**src/rtl/multicycle_sequencer.sv**
```systemverilog
// multicycle_sequencer: walks each instruction through FETCH/DECODE/EXEC/MEM/WB and owns the shared memory port.
// Latency: start to first fetch request 1 cycle; 3-5 cycles per instruction plus one per memory wait cycle.
// Backpressure: mem_req held until mem_ack; MEM_TIMEOUT request cycles without ack raise bus_err and halt.
module multicycle_sequencer #(
   parameter int unsigned MEM_TIMEOUT = 16
) (
   input  logic        clk_i,
   input  logic        reset_i,
   input  logic        start_i,
   output logic        mem_req_o,
   output logic        mem_we_o,
   output logic        mem_sel_o,
   input  logic        mem_ack_i,
   input  logic [31:0] mem_rdata_i,
   input  logic [31:0] br_val_i,
   output logic [31:0] instr_o,
   output logic        pc_inc_o,
   output logic        pc_branch_o,
   output logic        pc_ret_o,
   output logic        sp_inc_o,
   output logic        sp_dec_o,
   output logic        reg_write_o,
   output logic        sp_write_o,
   output logic [2:0]  state_o,
   output logic        halted_o,
   output logic        illegal_o,
   output logic        bus_err_o
);

   // Wait counter only needs to reach MEM_TIMEOUT-1; the next ack-less cycle is the timeout.
   localparam int unsigned CNT_W = (MEM_TIMEOUT < 2) ? 1 : $clog2(MEM_TIMEOUT);
   localparam logic [CNT_W-1:0] CNT_LAST = CNT_W'(MEM_TIMEOUT - 1);

   typedef enum logic [2:0] {
      S_IDLE   = 3'd0,
      S_FETCH  = 3'd1,
      S_DECODE = 3'd2,
      S_EXEC   = 3'd3,
      S_MEM    = 3'd4,
      S_WB     = 3'd5,
      S_HALT   = 3'd6
   } state_e;

   state_e           state_q, state_d;
   logic [31:0]      instr_q, instr_d;
   logic [CNT_W-1:0] cnt_q, cnt_d;
   logic             illegal_q, illegal_d;
   logic             bus_err_q, bus_err_d;

   // Instruction decode from the instruction register
   logic [1:0] op_cls;
   logic [3:0] op_sub;
   logic       is_halt;
   logic       is_arith, is_push, is_pop, is_move, is_imm;
   logic       is_jump, is_bltz, is_bgtz, is_beqz;
   logic       is_load, is_store, is_lds, is_sts, is_call, is_ret;
   logic       is_alu, is_branch, is_memop, is_legal;
   logic       mem_write, mem_to_wb, br_taken, timeout_hit;

   assign op_cls   = instr_q[31:30];
   assign op_sub   = instr_q[29:26];
   assign is_halt  = (instr_q[31:26] == 6'h3F);

   assign is_arith = (op_cls == 2'd0) && (op_sub == 4'd0);
   assign is_push  = (op_cls == 2'd0) && (op_sub == 4'd1);
   assign is_pop   = (op_cls == 2'd0) && (op_sub == 4'd2);
   assign is_move  = (op_cls == 2'd0) && (op_sub == 4'd3);
   assign is_imm   = (op_cls == 2'd1);
   assign is_jump  = (op_cls == 2'd2) && (op_sub == 4'd0);
   assign is_bltz  = (op_cls == 2'd2) && (op_sub == 4'd1);
   assign is_bgtz  = (op_cls == 2'd2) && (op_sub == 4'd2);
   assign is_beqz  = (op_cls == 2'd2) && (op_sub == 4'd3);
   assign is_load  = (op_cls == 2'd3) && (op_sub == 4'd0);
   assign is_store = (op_cls == 2'd3) && (op_sub == 4'd1);
   assign is_lds   = (op_cls == 2'd3) && (op_sub == 4'd2);
   assign is_sts   = (op_cls == 2'd3) && (op_sub == 4'd3);
   assign is_call  = (op_cls == 2'd3) && (op_sub == 4'd4);
   assign is_ret   = (op_cls == 2'd3) && (op_sub == 4'd5);

   assign is_alu    = is_arith | is_imm | is_move;
   assign is_branch = is_jump | is_bltz | is_bgtz | is_beqz;
   assign is_memop  = is_push | is_pop | is_load | is_store | is_lds | is_sts | is_call | is_ret;
   assign is_legal  = is_alu | is_branch | is_memop;
   assign mem_write = is_store | is_sts | is_push | is_call;
   assign mem_to_wb = is_load | is_pop | is_lds | is_ret;

   assign br_taken = is_jump
                   | (is_bltz & br_val_i[31])
                   | (is_bgtz & ~br_val_i[31] & (br_val_i != 32'd0))
                   | (is_beqz & (br_val_i == 32'd0));

   assign timeout_hit = ~mem_ack_i && (cnt_q == CNT_LAST);

   // State register plus instruction/wait-counter/sticky flag storage
   always_ff @(posedge clk_i or posedge reset_i) begin
      if (reset_i) begin
         state_q   <= S_IDLE;
         instr_q   <= 32'd0;
         cnt_q     <= '0;
         illegal_q <= 1'b0;
         bus_err_q <= 1'b0;
      end else begin
         state_q   <= state_d;
         instr_q   <= instr_d;
         cnt_q     <= cnt_d;
         illegal_q <= illegal_d;
         bus_err_q <= bus_err_d;
      end
   end

   // Next-state logic; the wait counter is cleared on every entry to FETCH or MEM
   always_comb begin
      state_d   = state_q;
      instr_d   = instr_q;
      cnt_d     = cnt_q;
      illegal_d = illegal_q;
      bus_err_d = bus_err_q;
      case (state_q)
         S_IDLE: begin
            if (start_i) begin
               state_d = S_FETCH;
               cnt_d   = '0;
            end
         end
         S_FETCH: begin
            if (mem_ack_i) begin
               instr_d = mem_rdata_i;
               state_d = S_DECODE;
            end else if (timeout_hit) begin
               bus_err_d = 1'b1;
               state_d   = S_HALT;
            end else begin
               cnt_d = cnt_q + 1'b1;
            end
         end
         S_DECODE: begin
            if (is_halt) begin
               state_d = S_HALT;
            end else if (!is_legal) begin
               illegal_d = 1'b1;
               state_d   = S_HALT;
            end else begin
               state_d = S_EXEC;
            end
         end
         S_EXEC: begin
            if (is_alu) begin
               state_d = S_WB;
            end else if (is_branch) begin
               state_d = S_FETCH;
               cnt_d   = '0;
            end else begin
               state_d = S_MEM;
               cnt_d   = '0;
            end
         end
         S_MEM: begin
            if (mem_ack_i) begin
               if (mem_to_wb) begin
                  state_d = S_WB;
               end else begin
                  state_d = S_FETCH;
                  cnt_d   = '0;
               end
            end else if (timeout_hit) begin
               bus_err_d = 1'b1;
               state_d   = S_HALT;
            end else begin
               cnt_d = cnt_q + 1'b1;
            end
         end
         S_WB: begin
            state_d = S_FETCH;
            cnt_d   = '0;
         end
         S_HALT: begin
            state_d = S_HALT;
         end
         default: begin
            state_d = S_IDLE;
         end
      endcase
   end

   // Output decode from registered state; MEM strobes are additionally qualified by mem_ack
   always_comb begin
      mem_req_o   = 1'b0;
      mem_we_o    = 1'b0;
      mem_sel_o   = 1'b0;
      pc_inc_o    = 1'b0;
      pc_branch_o = 1'b0;
      pc_ret_o    = 1'b0;
      sp_inc_o    = 1'b0;
      sp_dec_o    = 1'b0;
      reg_write_o = 1'b0;
      sp_write_o  = 1'b0;
      halted_o    = 1'b0;
      case (state_q)
         S_FETCH: begin
            mem_req_o = 1'b1;
         end
         S_EXEC: begin
            if (is_branch) begin
               pc_branch_o = br_taken;
               pc_inc_o    = ~br_taken;
            end
         end
         S_MEM: begin
            mem_req_o = 1'b1;
            mem_sel_o = 1'b1;
            mem_we_o  = mem_write;
            if (mem_ack_i) begin
               sp_dec_o    = is_push | is_call;
               sp_inc_o    = is_pop | is_ret;
               pc_inc_o    = is_store | is_sts | is_push;
               pc_branch_o = is_call;
            end
         end
         S_WB: begin
            reg_write_o = is_alu | is_load | is_pop;
            sp_write_o  = is_lds;
            pc_ret_o    = is_ret;
            pc_inc_o    = ~is_ret;
         end
         S_HALT: begin
            halted_o = 1'b1;
         end
         default: begin
         end
      endcase
   end

   assign instr_o   = instr_q;
   assign state_o   = state_q;
   assign illegal_o = illegal_q;
   assign bus_err_o = bus_err_q;

endmodule

```
**config.mk**
```make
export PLATFORM = sky130hd
export DESIGN_NAME = multicycle_sequencer
export DESIGN_NICKNAME = d
export VERILOG_FILES = /design/src/rtl/multicycle_sequencer.sv
export SDC_FILE = /design/constraint.sdc
export NUM_CORES = 1
export LEC_CHECK = 0
export CELL_PAD_IN_SITES_DETAIL_PLACEMENT = 1
export CELL_PAD_IN_SITES_GLOBAL_PLACEMENT = 2
export CORE_MARGIN = 2
export CORE_UTILIZATION = 24
export CTS_CLUSTER_SIZE = 8
export DETAILED_ROUTE_END_ITERATION = 8
export PLACE_DENSITY_LB_ADDON = 0.1
export REMOVE_ABC_BUFFERS = 1
export SYNTH_ARGS = -nofsm -noshare
export SYNTH_HDL_FRONTEND = slang
export SYNTH_SLANG_ARGS = --single-unit
```
**constraint.sdc**
```tcl
create_clock -name clk_i -period 2.8 [get_ports clk_i]
set_input_delay 0.56 -clock clk_i [delete_from_list [all_inputs] [get_ports clk_i]]
set_output_delay 0.56 -clock clk_i [all_outputs]
set_load 0.005 [all_outputs]
```
# --- Word level (Yosys, flattened, before mapping) ---
# Index checks and enable logic that the tools add are counted.
# Widths: inputs -> output; s select.
classes:
  addsub: 1
  eq_ne: 20
  mux: 34
  bitwise: 37
  reduce_logical: 26
ops:
  columns: ["op", "n"]
  rows:
  - ["$logic_not 32->1", 1]
  - ["$reduce_bool 32->1", 1]
  - ["$mux 3", 9]
  - ["$or 1x1->1", 27]
  - ["$mux 4", 6]
  - ["$pmux 3 s7", 1]
  - ["$pmux 4 s5", 1]
  - ["$logic_and 1x1->1", 15]
  - ["$mux 1", 15]
  - ["$eq 3x3->1 const B", 3]
  - ["$eq 4x2->1 const B", 2]
  - ["$eq 4x3->1 const B", 2]
  - ["$eq 3x2->1 const B", 2]
  - ["$eq 6x6->1 const B", 1]
  - ["$ne 2x2->1 const B", 3]
  - ["$not 1->1", 6]
  - ["$reduce_and 3->1", 2]
  - ["$reduce_and 5->1", 1]
  - ["$reduce_bool 5->1", 1]
  - ["$add 4x1->4 const B", 1]
  - ["$and 1x1->1", 4]
  - ["$eq 2x2->1 const B", 2]
  - ["$eq 4x1->1 const B", 1]
  - ["$eq 4x4->1 const B", 1]
  - ["10 further kinds", 10]
totals:
  reg_bits: 41
  in_bits: 68
  output_inout_bits: 48

# --- Longest topological paths before layout ---
# Gate-level depths: netlist (run 1).
logic_depth:
  word_depth: 13
  depth_mapped: 6
  depth_no_buf: 6

# --- Least setup slack after synthesis (run 1) ---
# No wires, ideal clock.
synth_path:
  kind: "input -> output"
  from: "input port br_val_i[25]"
  to: "output port pc_inc_o"
  arrival_ps: 1615
  setup_slack_ps: 625
  cell_stages: 5
  path_buffers: 0
  path_cell_list: "nor4_1 > nand4_1 > nor2_1 > mux2_2 > a41o_1"
synth_between:
  elab_chain_cells: 7
  word_cells_on_any_way: 9
  cone_classes: "mux: 2; bitwise: 5; reduce/logical: 2"
synth_lines:
  columns: ["item", "line", "source"]
  rows:
  - ["start, declared", "15", "input logic [31:0] br_val_i,"]
  - ["$reduce_bool 32->1", "89", "| (is_bgtz & ~br_val_i[31] & (br_val_i != 32'd0))"]
  - ["$and 1x1->1", "89", null]
  - ["$or 1x1->1", "89", null]
  - ["$or 1x1->1 (*)", "90", "| (is_beqz & (br_val_i == 32'd0));"]
  - ["$not 1->1 (*)", "205", "pc_inc_o = ~br_taken;"]
  - ["$mux 1 (*)", "203", "if (is_branch) begin"]
  - ["$pmux 1 s3 (*)", "198", "case (state_q)"]
  - ["end, declared", "17", "output logic pc_inc_o,"]
# Every way passes the cells marked *; elsewhere a longest branch is shown, timed or not.

# --- Worst setup path in the final report (run 1) ---
layout_path:
  from: "input port br_val_i[26]"
  to: "output port pc_inc_o"
# Same word-level chain as after synthesis.

==> results of run 1 <==
==> sequential cells by signal, summed over array words and instances, names as in the netlist <==
register and count:
instr_o 32, cnt_q 4, state_o 3, bus_err_o 1, illegal_o 1
==> repair_timing <==
action                     CTS  global route
setup endpoints to repair    4             5
pin swaps                    7            12
gates resized for setup     16            34
setup buffers                0             4
==> worst max-delay path, stage by stage <==
cell and delay [ns]:
clkdlybuf4s50_1 0.43, nor4_2 0.19, nand4_1 0.20, nor2_2 0.17, mux2_4 0.32, a41o_1 0.23
buf_2 0.13
==> Yosys cell counts, types with 3 or more instances <==
cell type / number / share of area [%]
a21o_1: 3 / 1.0
a21oi_1: 9 / 2.0
buf_2: 5 / 1.1
buf_4: 4 / 1.4
dfrtp_1: 41 / 46
inv_1: 5 / 0.85
mux2_1: 28 / 14
mux2_2: 4 / 2.0
nand2_1: 11 / 1.9
nand2b_1: 6 / 1.7
nand3_1: 5 / 1.1
nand4_1: 3 / 0.85
nor2_1: 15 / 2.5
nor3_1: 7 / 1.6
nor4_1: 10 / 2.8
o211ai_1: 3 / 1.0
o21ai_0: 4 / 0.90
o22a_1: 3 / 1.2
o22ai_1: 3 / 0.85
==> cells by family (layout without fill, tap and decap cells) <==
| group | Yosys count | after routing |
|---|---|---|
| mux | 33 | 33 |
| simple gates | 75 | 75 |
| flops | 41 | 41 |
| fa+ha+maj | 1 | 1 |
| compound gates | 40 | 40 |
| buf+inv | 18 | 152 |
==> cell type report <==
cell class | count | area, µm²
fillers | 1016 | 5270
repair buffers | 138 | 1400
multi-input cells | 149 | 1150
flip-flops and latches | 41 | 1030
well taps | 111 | 139
clock buffers | 6 | 82.6
inverters | 6 | 22.5
clock inverters | 2 | 13.8
==> per-stage QoR <==
step,total power [mW],setup TNS (ns)
detailed placement,3.00,-0.887
global route,3.69,-0.0740
global placement,2.99,-0.821
floorplan,1.90,0
finish,3.43,0
CTS,3.45,0
==> final timing paths <==
check	startpoint	end	slack (ns)	cells after the start
max	br_val_i[26]	pc_inc_o	0.02	7
min	illegal_o	illegal_o	0.47	1
max reg2reg	state_o[2]	cnt_q[1]	0.89	6
min reg2reg	illegal_o	illegal_o	0.47	1
max in group asynchronous	reset_i	instr_o[26]	1.69	3
min in group asynchronous	reset_i	instr_o[11]	0.71	3
==> power by group through the flow <==
stage          Combinational, mW  Sequential (mW)  Clock (mW)
6_report                    1.93             1.08       0.414
5_1_grt                     2.11             1.13       0.455
4_1_cts                     1.91             1.10       0.436
3_5_place_dp                1.90             1.11           0
3_3_place_gp                1.89             1.09           0
2_1_floorplan              0.729             1.17           0
==> metal layers <==
layer  up-vias  part of all wire [%]  track usage [%]
li1       1033                     -                -
met1      1071                    42             17.7
met2        88                    48             24.6
met3         8                   8.1             4.32
met4         0                   1.7             4.32
met5         -                     0                0
==> metrics.cfg, run 1 <==
[setup_path]
worst-endpoint-arrival_ns=2.22
worst_setup_path_category=in -> out
crit_path_start_kind=input port
critical_path.max_fanout=2
end_kind=output port
critical_path_required_ns=2.24

[synth]
flip_flop_cell_with_the_highest_count_after_synthesis=dfrtp_1
synth-edff-count=0
netlist_instances=208
synth_compound_area_share_pct=12.6
postSynthAreaPerCell_um2=10.7
synthSimpleGateAreaFrac_pct=19.5
synth_top_family_by_area=simple AND/OR/NAND/NOR gates
post_synth_instance_area_mm2=0.00222
ys_seq_elements=41
post_synth_fa_ha_maj_area_fraction_pct=0.564
ys_seq_area_share_pct=46.2
postSynth.asyncResetShare_pct=100
synth_mux_area_share_pct=16.7
synth.yosys.warnings=0
post_synth_xor_area_fraction_pct=0
count_of_different_cell_masters_after_synthesis=52

[pwr]
switchingPower_mw=1.22
internal_mw=2.21
switching_power_as_a_share_of_total_power_pct=35.6
leakage_nw=1.75
sequentialPowerShare_pct=31.6
combinationalPowerShare_pct=56.3
ir_drop_mv=0.355
power_density_mw_per_mm2=894
power_frac_clock_pct=12.1

[detailed_routing]
dr_total_vias=2200
firstDrtPassIters=4
ant_nets=0
post_drt_via_cell_ratio=4.86
drt-wirelength-per-cell_um=16.7
routed_wl_um=7580
drt_first_iter_violations=29
drc_errors=0

[cts]
clk_pin_slew_ns=0.08
cts_htree_levels=2
cts_root_buffer=clkbuf_8
worst_skew_pair_later_pin_latency_ns=0.29
post_cts_hold_buffer_count=0
clock_sink_count=41
clock_tree_from_tritoncts=yes
cts_made_buffers=5
cts_buffer_depth=2

[global_routing]
wire_length_of_the_first_global_routing_pass_um=11400
grt_util_all_layers_pct=14.5
number_of_global_route_vias_before_repair=2247
total_congestion_overflow=0
number_of_antenna_violations_at_the_first_check_in_global_routing=0
largest_net_degree_at_the_start_of_global_routing=42

[finish]
final_cell_count_without_fillers=453
layout.cells.most_common=clkdlybuf4s50_1
final_area_mm2=0.00384
final_core_util_pct=42.1
syn_to_final_growth_pct=73.0
antenna_cells_inserted=0
nNetsFinal=410
final_cell_mix=clkdlybuf4s50_1 (84), dfrtp_1 (38), mux2_1 (28), dlymetal6s2s_1 (28), buf_4 (22)
fraction_of_layout_instances_using_a_drive_strength_above_1_pct=17.8

[floorplanning]
core-area_mm2=0.00911
die_width_um=100
chipHeight_um=100
start_util_pct=24.4
boundaryPins=116
placementRows=35
design.die.area_mm2=0.0100

[placed_design]
place_area_mm2=0.00359
place_worst_setup_slack_ns=-0.425
post-dp-hpwl_um=5510
dpl.cell_count=441
routabilityCongestion=0.736
buffer_ports.inserted=115

[timing]
final_max_slew_viol_count=0
fmax_ghz=0.360
layout_min_cycle_time_ns=2.78
timing.hold.ws_ns=0.468
setup_viol=0
max_slew_margin_pct=63.3
final_critical_path_setup_slack_ns=0.0213
timing_worst_slew_pin_value_ns=0.550
fin_crit_sh_pct=99.2
rsz0062_at_grt=yes
timing.clock.skew_ns=0.00188
hold_violations=0

[status]
status=finished, final reports clean

[min_path]
min-delay-path-class=reg -> reg

[job]
cap_violations=0

No activity file was read; power rests on OpenSTA's default activity.
==> run 2: changes to the inputs <==
Settings changed: CORE_UTILIZATION 24 to 39, DONT_BUFFER_PORTS set to 1.
==> metrics.cfg, run 2 (same netlist as run 1, synthesis figures left out) <==
[timing]
timing_worst_slew_pin_value_ns=0.588  ; +0.0381 ns
layout_min_cycle_time_ns=2.61  ; -0.168 ns
fmax_ghz=0.383  ; +6.4%
fin_crit_sh_pct=93.2  ; -6.0 points
final_max_slew_viol_count=0  ; unchanged
max_slew_margin_pct=60.8  ; -2.5 points
setup-tns-final_ns=0  ; unchanged
rsz0062_at_grt=no
setup_viol=0  ; unchanged
hold_violations=0  ; unchanged
timing.clock.skew_ns=0.00671  ; +0.00483 ns

[setup_path]
crit_path_start_kind=flip-flop
worst-endpoint-arrival_ns=2.05  ; -0.17 ns
critical_path_required_ns=2.24  ; about the same
worst_setup_path_category=reg -> out
end_kind=output port
critical_path.max_fanout=14  ; +12
reg2reg_depth=5  ; -1

[detailed_routing]
dr_total_vias=1673  ; -24%
drt-wirelength-per-cell_um=20.4  ; +22%
ant_nets=0  ; unchanged
post_drt_via_cell_ratio=5.93  ; +22%
drt_first_iter_violations=84  ; +190%
routed_wl_um=5750  ; -24%
drc_errors=0  ; unchanged
firstDrtPassIters=4  ; unchanged

[finish]
nNetsFinal=277  ; -32%
final_cell_mix=dfrtp_1 (41), mux2_1 (28), nor2_1 (14)
number_of_flip_flops_in_the_largest_register=32  ; unchanged
layout.cells.most_common=dfrtp_1
final_cell_count_without_fillers=282  ; -38%
syn_to_final_growth_pct=6.82
final_core_util_pct=43.0  ; +0.91 points
fraction_of_layout_instances_using_a_drive_strength_above_1_pct=13.4  ; -4.4 points

[cts]
cts_htree_levels=2  ; unchanged
clock_tree_from_tritoncts=yes
post_cts.repair.setup_buffers=0  ; unchanged
post_cts_resized=0  ; -16
worst_skew_pair_later_pin_latency_ns=0.29  ; about the same
cts_made_buffers=5  ; unchanged
cts_buffer_depth=2  ; unchanged
cts_root_buffer=clkbuf_8
clk_pin_slew_ns=0.08  ; about the same
post_cts_hold_buffer_count=0  ; unchanged
clock_sink_count=41  ; unchanged

[pwr]
switchingPower_mw=1.08  ; -12%
leakage_nw=0.930  ; -47%
internal_mw=1.52  ; -31%
design_power_total_mw=2.59  ; -24%
power_frac_clock_pct=14.5  ; +2.4 points
switching_power_as_a_share_of_total_power_pct=41.5  ; +6.0 points
sequentialPowerShare_pct=48.0  ; +16 points
power_density_mw_per_mm2=1090  ; +22%
ir_drop_mv=0.462  ; +30%
combinationalPowerShare_pct=37.5  ; -19 points

[global_routing]
total_congestion_overflow=0  ; unchanged
wire_length_of_the_first_global_routing_pass_um=9360  ; -18%
grt_util_all_layers_pct=19.0  ; +4.5 points
largest_net_degree_at_the_start_of_global_routing=42  ; unchanged
number_of_antenna_violations_at_the_first_check_in_global_routing=1  ; +1
number_of_global_route_vias_before_repair=1903  ; -15%

[placed_design]
post-dp-hpwl_um=4410  ; -20%
buffer_ports.inserted=0  ; -100%
routabilityCongestion=0.762  ; +3.4%
dpl.cell_count=273  ; -38%

[floorplanning]
chipHeight_um=79.4  ; -21%
die_width_um=79.4  ; -21%
design.die.area_mm2=0.00631  ; -37%
boundaryPins=116  ; unchanged
start_util_pct=40.3  ; +16 points
core-area_mm2=0.00551  ; -40%
placementRows=27  ; -23%

[job]
cap_violations=0  ; unchanged

[min_path]
min-delay-path-class=in -> async

[status]
status=finished, final reports clean

## run 2: cell count changes in the layout (fill, tap and decap cells not counted), moves of 3 or more
cell | previous run | this run
buf_4 | 22 | 5
clkdlybuf4s50_1 | 84 | 0
dfrtp_1 | 38 | 41
dfrtp_2 | 3 | 0
dlymetal6s2s_1 | 28 | 0
nor4_1 | 2 | 10
nor4_2 | 8 | 0
## run 2: metal layers
layer  wire length (µm)  track usage [%]  up-vias  share of wire [%]
met5                  0                0        -                  0
met4                127             7.41        0                2.2
met3                416             5.20       13                7.2
met2               2960             33.9       64                 51
met1               2240             21.4      835                 39
li1                   -                -      761                  -
## run 2: final cells by class
cell class	count	area (µm²)
fill	612	3140
multi-input combinational	149	1100
sequential	41	1030
tap	72	90.1
clock buffer	6	72.6
timing repair buffer	5	37.5
inverter	6	22.5
clock inverter	2	15.0
antenna	1	2.50
## run 2: path summary, 6_finish.rpt
kind,from,endpoint,slack (ns)
max,instr_o[30],pc_inc_o,0.19
min,reset_i,instr_o[10],0.28
max reg2reg,state_o[0],cnt_q[1],0.74
min reg2reg,illegal_o,illegal_o,0.50
max in group asynchronous,reset_i,cnt_q[1],2.18
min in group clk_i,mem_rdata_i[31],instr_o[31],0.39
## run 2: power groups by stage
stage / logic, mW / registers, mW / clock network, mW
2_1_floorplan: 0.729 / 1.17 / 0
3_3_place_gp: 0.936 / 1.24 / 0
3_5_place_dp: 0.990 / 1.26 / 0
4_1_cts: 0.991 / 1.25 / 0.391
5_1_grt: 1.10 / 1.30 / 0.411
6_report: 0.972 / 1.25 / 0.376
## run 2: worst max-delay path: stages, from the launching register on
cell and delay, ns:
dfrtp_1 0.57, nor4_4 0.47, o211ai_1 0.14, mux2_2 0.32
a41o_1 0.26
## run 2: per-stage QoR
step	cell area, µm²	setup WS (ns)	hold WS, ns
final	2370	0.189	0.279
after CTS	2370	0.200	0.293
after floorplan	2140	0.0962	0.451
after global routing	2370	0.0938	0.313
after global placement	2280	0.517	0.486
after detailed placement	2280	0.452	0.492
==> run 3: changes to the inputs <==
Settings changed: CORE_ASPECT_RATIO set to 1.25, PLACE_DENSITY set to 0.95, PLACE_DENSITY_LB_ADDON 0.1 to not set.
==> metrics.cfg, run 3 (same netlist as run 1, synthesis figures left out) <==
[cts]
cts_buffer_depth=2  ; unchanged
cts_root_buffer=clkbuf_8
cts_htree_levels=2  ; unchanged
post_cts.repair.setup_buffers=0  ; unchanged
cts_made_buffers=5  ; unchanged
post_cts_resized=0  ; unchanged
clk_pin_slew_ns=0.09  ; about the same
worst_skew_pair_later_pin_latency_ns=0.29  ; about the same
post_cts_hold_buffer_count=0  ; unchanged
clock_sink_count=41  ; unchanged
clock_tree_from_tritoncts=yes

[floorplanning]
core-area_mm2=0.00544  ; -1.2%
start_util_pct=40.8  ; +0.47 points
design.die.area_mm2=0.00631  ; about the same
die_width_um=71.5  ; -10%
boundaryPins=116  ; unchanged
placementRows=30  ; +11%
chipHeight_um=88.3  ; +11%

[setup_path]
reg2reg_from=instr_o[27]
critical_path_required_ns=2.24  ; about the same
worstReg2RegEnd=cnt_q[1]
reg2reg_setup_slack_ns=0.76  ; +0.02 ns
reg2reg_depth=5  ; unchanged
end_kind=output port
crit_path_start_kind=flip-flop
worst-endpoint-arrival_ns=1.97  ; -0.08 ns
critical_path.max_fanout=8  ; -6
worst_setup_path_category=reg -> out

[timing]
setup-tns-final_ns=0  ; unchanged
layout_min_cycle_time_ns=2.53  ; -0.0809 ns
timing_worst_slew_pin_value_ns=0.591  ; +0.00264 ns
fin_crit_sh_pct=90.4  ; -2.9 points
final_max_slew_viol_count=0  ; unchanged
timing.clock.skew_ns=0.00762  ; +0.000912 ns
max_slew_margin_pct=60.6  ; -0.18 points
rsz0062_at_grt=no
setup_viol=0  ; unchanged
hold_violations=0  ; unchanged
fmax_ghz=0.395  ; +3.2%

[pwr]
ir_drop_mv=0.519  ; +12%
leakage_nw=0.956  ; +2.8%
design_power_total_mw=2.70  ; +4.1%
combinationalPowerShare_pct=37.5  ; about the same
sequentialPowerShare_pct=44.7  ; -3.3 points
switchingPower_mw=1.08  ; -0.18%
power_density_mw_per_mm2=1130  ; +2.9%
internal_mw=1.62  ; +7.1%
power_frac_clock_pct=17.8  ; +3.3 points
switching_power_as_a_share_of_total_power_pct=39.8  ; -1.7 points

[finish]
final_cell_mix=dfrtp_1 (41), mux2_1 (28), nor2_1 (14)
number_of_flip_flops_in_the_largest_register=32  ; unchanged
syn_to_final_growth_pct=8.07
fraction_of_layout_instances_using_a_drive_strength_above_1_pct=14.7  ; +1.3 points
nNetsFinal=279  ; +0.72%
layout.cells.most_common=dfrtp_1
layout.filler_cells=590  ; -3.6%

[detailed_routing]
drt-wirelength-per-cell_um=20.0  ; -1.7%
dr_total_vias=1683  ; +0.60%
ant_nets=0  ; unchanged
drc_errors=0  ; unchanged
routed_wl_um=5530  ; -3.8%
drt_first_iter_violations=74  ; -12%
firstDrtPassIters=4  ; unchanged
post_drt_via_cell_ratio=6.10  ; +2.8%

[min_path]
min-delay-path-class=in -> async

[placed_design]
routabilityCongestion=0.805  ; +5.7%
post-dp-hpwl_um=4120  ; -6.5%
buffer_ports.inserted=0  ; unchanged

[global_routing]
number_of_global_route_vias_before_repair=1869  ; -1.8%
largest_net_degree_at_the_start_of_global_routing=42  ; unchanged
wire_length_of_the_first_global_routing_pass_um=8540  ; -8.8%
number_of_antenna_violations_at_the_first_check_in_global_routing=1  ; unchanged
total_congestion_overflow=0  ; unchanged
grt_util_all_layers_pct=17.2  ; -1.8 points

[status]
status=finished, final reports clean

[job]
cap_violations=0  ; unchanged

-- run 3: power by group through the flow --
| stage | clock, mW | combinational [mW] | sequential (mW) |
|---|---|---|---|
| 5_1_grt | 0.522 | 1.12 | 1.26 |
| 3_5_place_dp | 0 | 1.03 | 1.21 |
| 3_3_place_gp | 0 | 0.984 | 1.21 |
| 2_1_floorplan | 0 | 0.729 | 1.17 |
| 4_1_cts | 0.499 | 1.03 | 1.21 |
| 6_report | 0.481 | 1.01 | 1.21 |
-- run 3: layer usage --
| layer | up-vias | GRT usage [%] | wire length [µm] |
|---|---|---|---|
| met5 | - | 0 | 0 |
| li1 | 763 | - | - |
| met4 | 0 | 6.52 | 68 |
| met2 | 106 | 30.7 | 2730 |
| met1 | 808 | 18.5 | 2110 |
| met3 | 6 | 6.38 | 620 |
-- run 3: cell type report --
type | count | area [µm²] | share of cell area (%)
timing repair buffer | 7 | 52.6 | 2.19
tap | 64 | 80.1 | 3.34
clock buffer | 5 | 68.8 | 2.87
multi-input combinational | 149 | 1100 | 45.8
sequential | 41 | 1030 | 42.8
antenna | 1 | 2.50 | 0.104
inverter | 6 | 22.5 | 0.939
clock inverter | 3 | 46.3 | 1.93
-- run 3: metrics by stage --
| stage | setup slack, ns | area, µm² | instances | utilization, % | hold slack, ns |
|---|---|---|---|---|---|
| 2_1_floorplan | 0.0962 | 2140 | 196 | - | 0.451 |
| 3_5_place_dp | 0.458 | 2280 | 267 | 41.9 | 0.483 |
| 6_report | 0.270 | 2400 | 276 | 44.0 | 0.274 |
| 5_1_grt | 0.106 | 2390 | 275 | 44.0 | 0.312 |
| 3_3_place_gp | 0.458 | 2280 | 267 | 41.9 | 0.484 |
| 4_1_cts | 0.248 | 2390 | 275 | 44.0 | 0.287 |
-- run 3: worst max-delay path by stage --
| stage | from | endpoint | slack [ns] | cells after the start |
|---|---|---|---|---|
| finish | instr_o[30] | pc_inc_o | 0.27 | 6 |
| global placement | br_val_i[17] | pc_inc_o | 0.46 | 5 |
| floorplan | state_o[1] | instr_o[24] | 0.1 | 3 |
| detailed placement | br_val_i[17] | pc_inc_o | 0.46 | 5 |
| CTS | instr_o[31] | pc_inc_o | 0.25 | 5 |
| global route | instr_o[31] | pc_inc_o | 0.11 | 5 |
-- run 3: critical path, stage by stage, from the launching register on --
cell and delay, ns:
dfrtp_1 0.54, buf_4 0.22, and2_1 0.23, nand3_1 0.20, nor2_1 0.16, o22ai_1 0.09
a41o_1 0.24
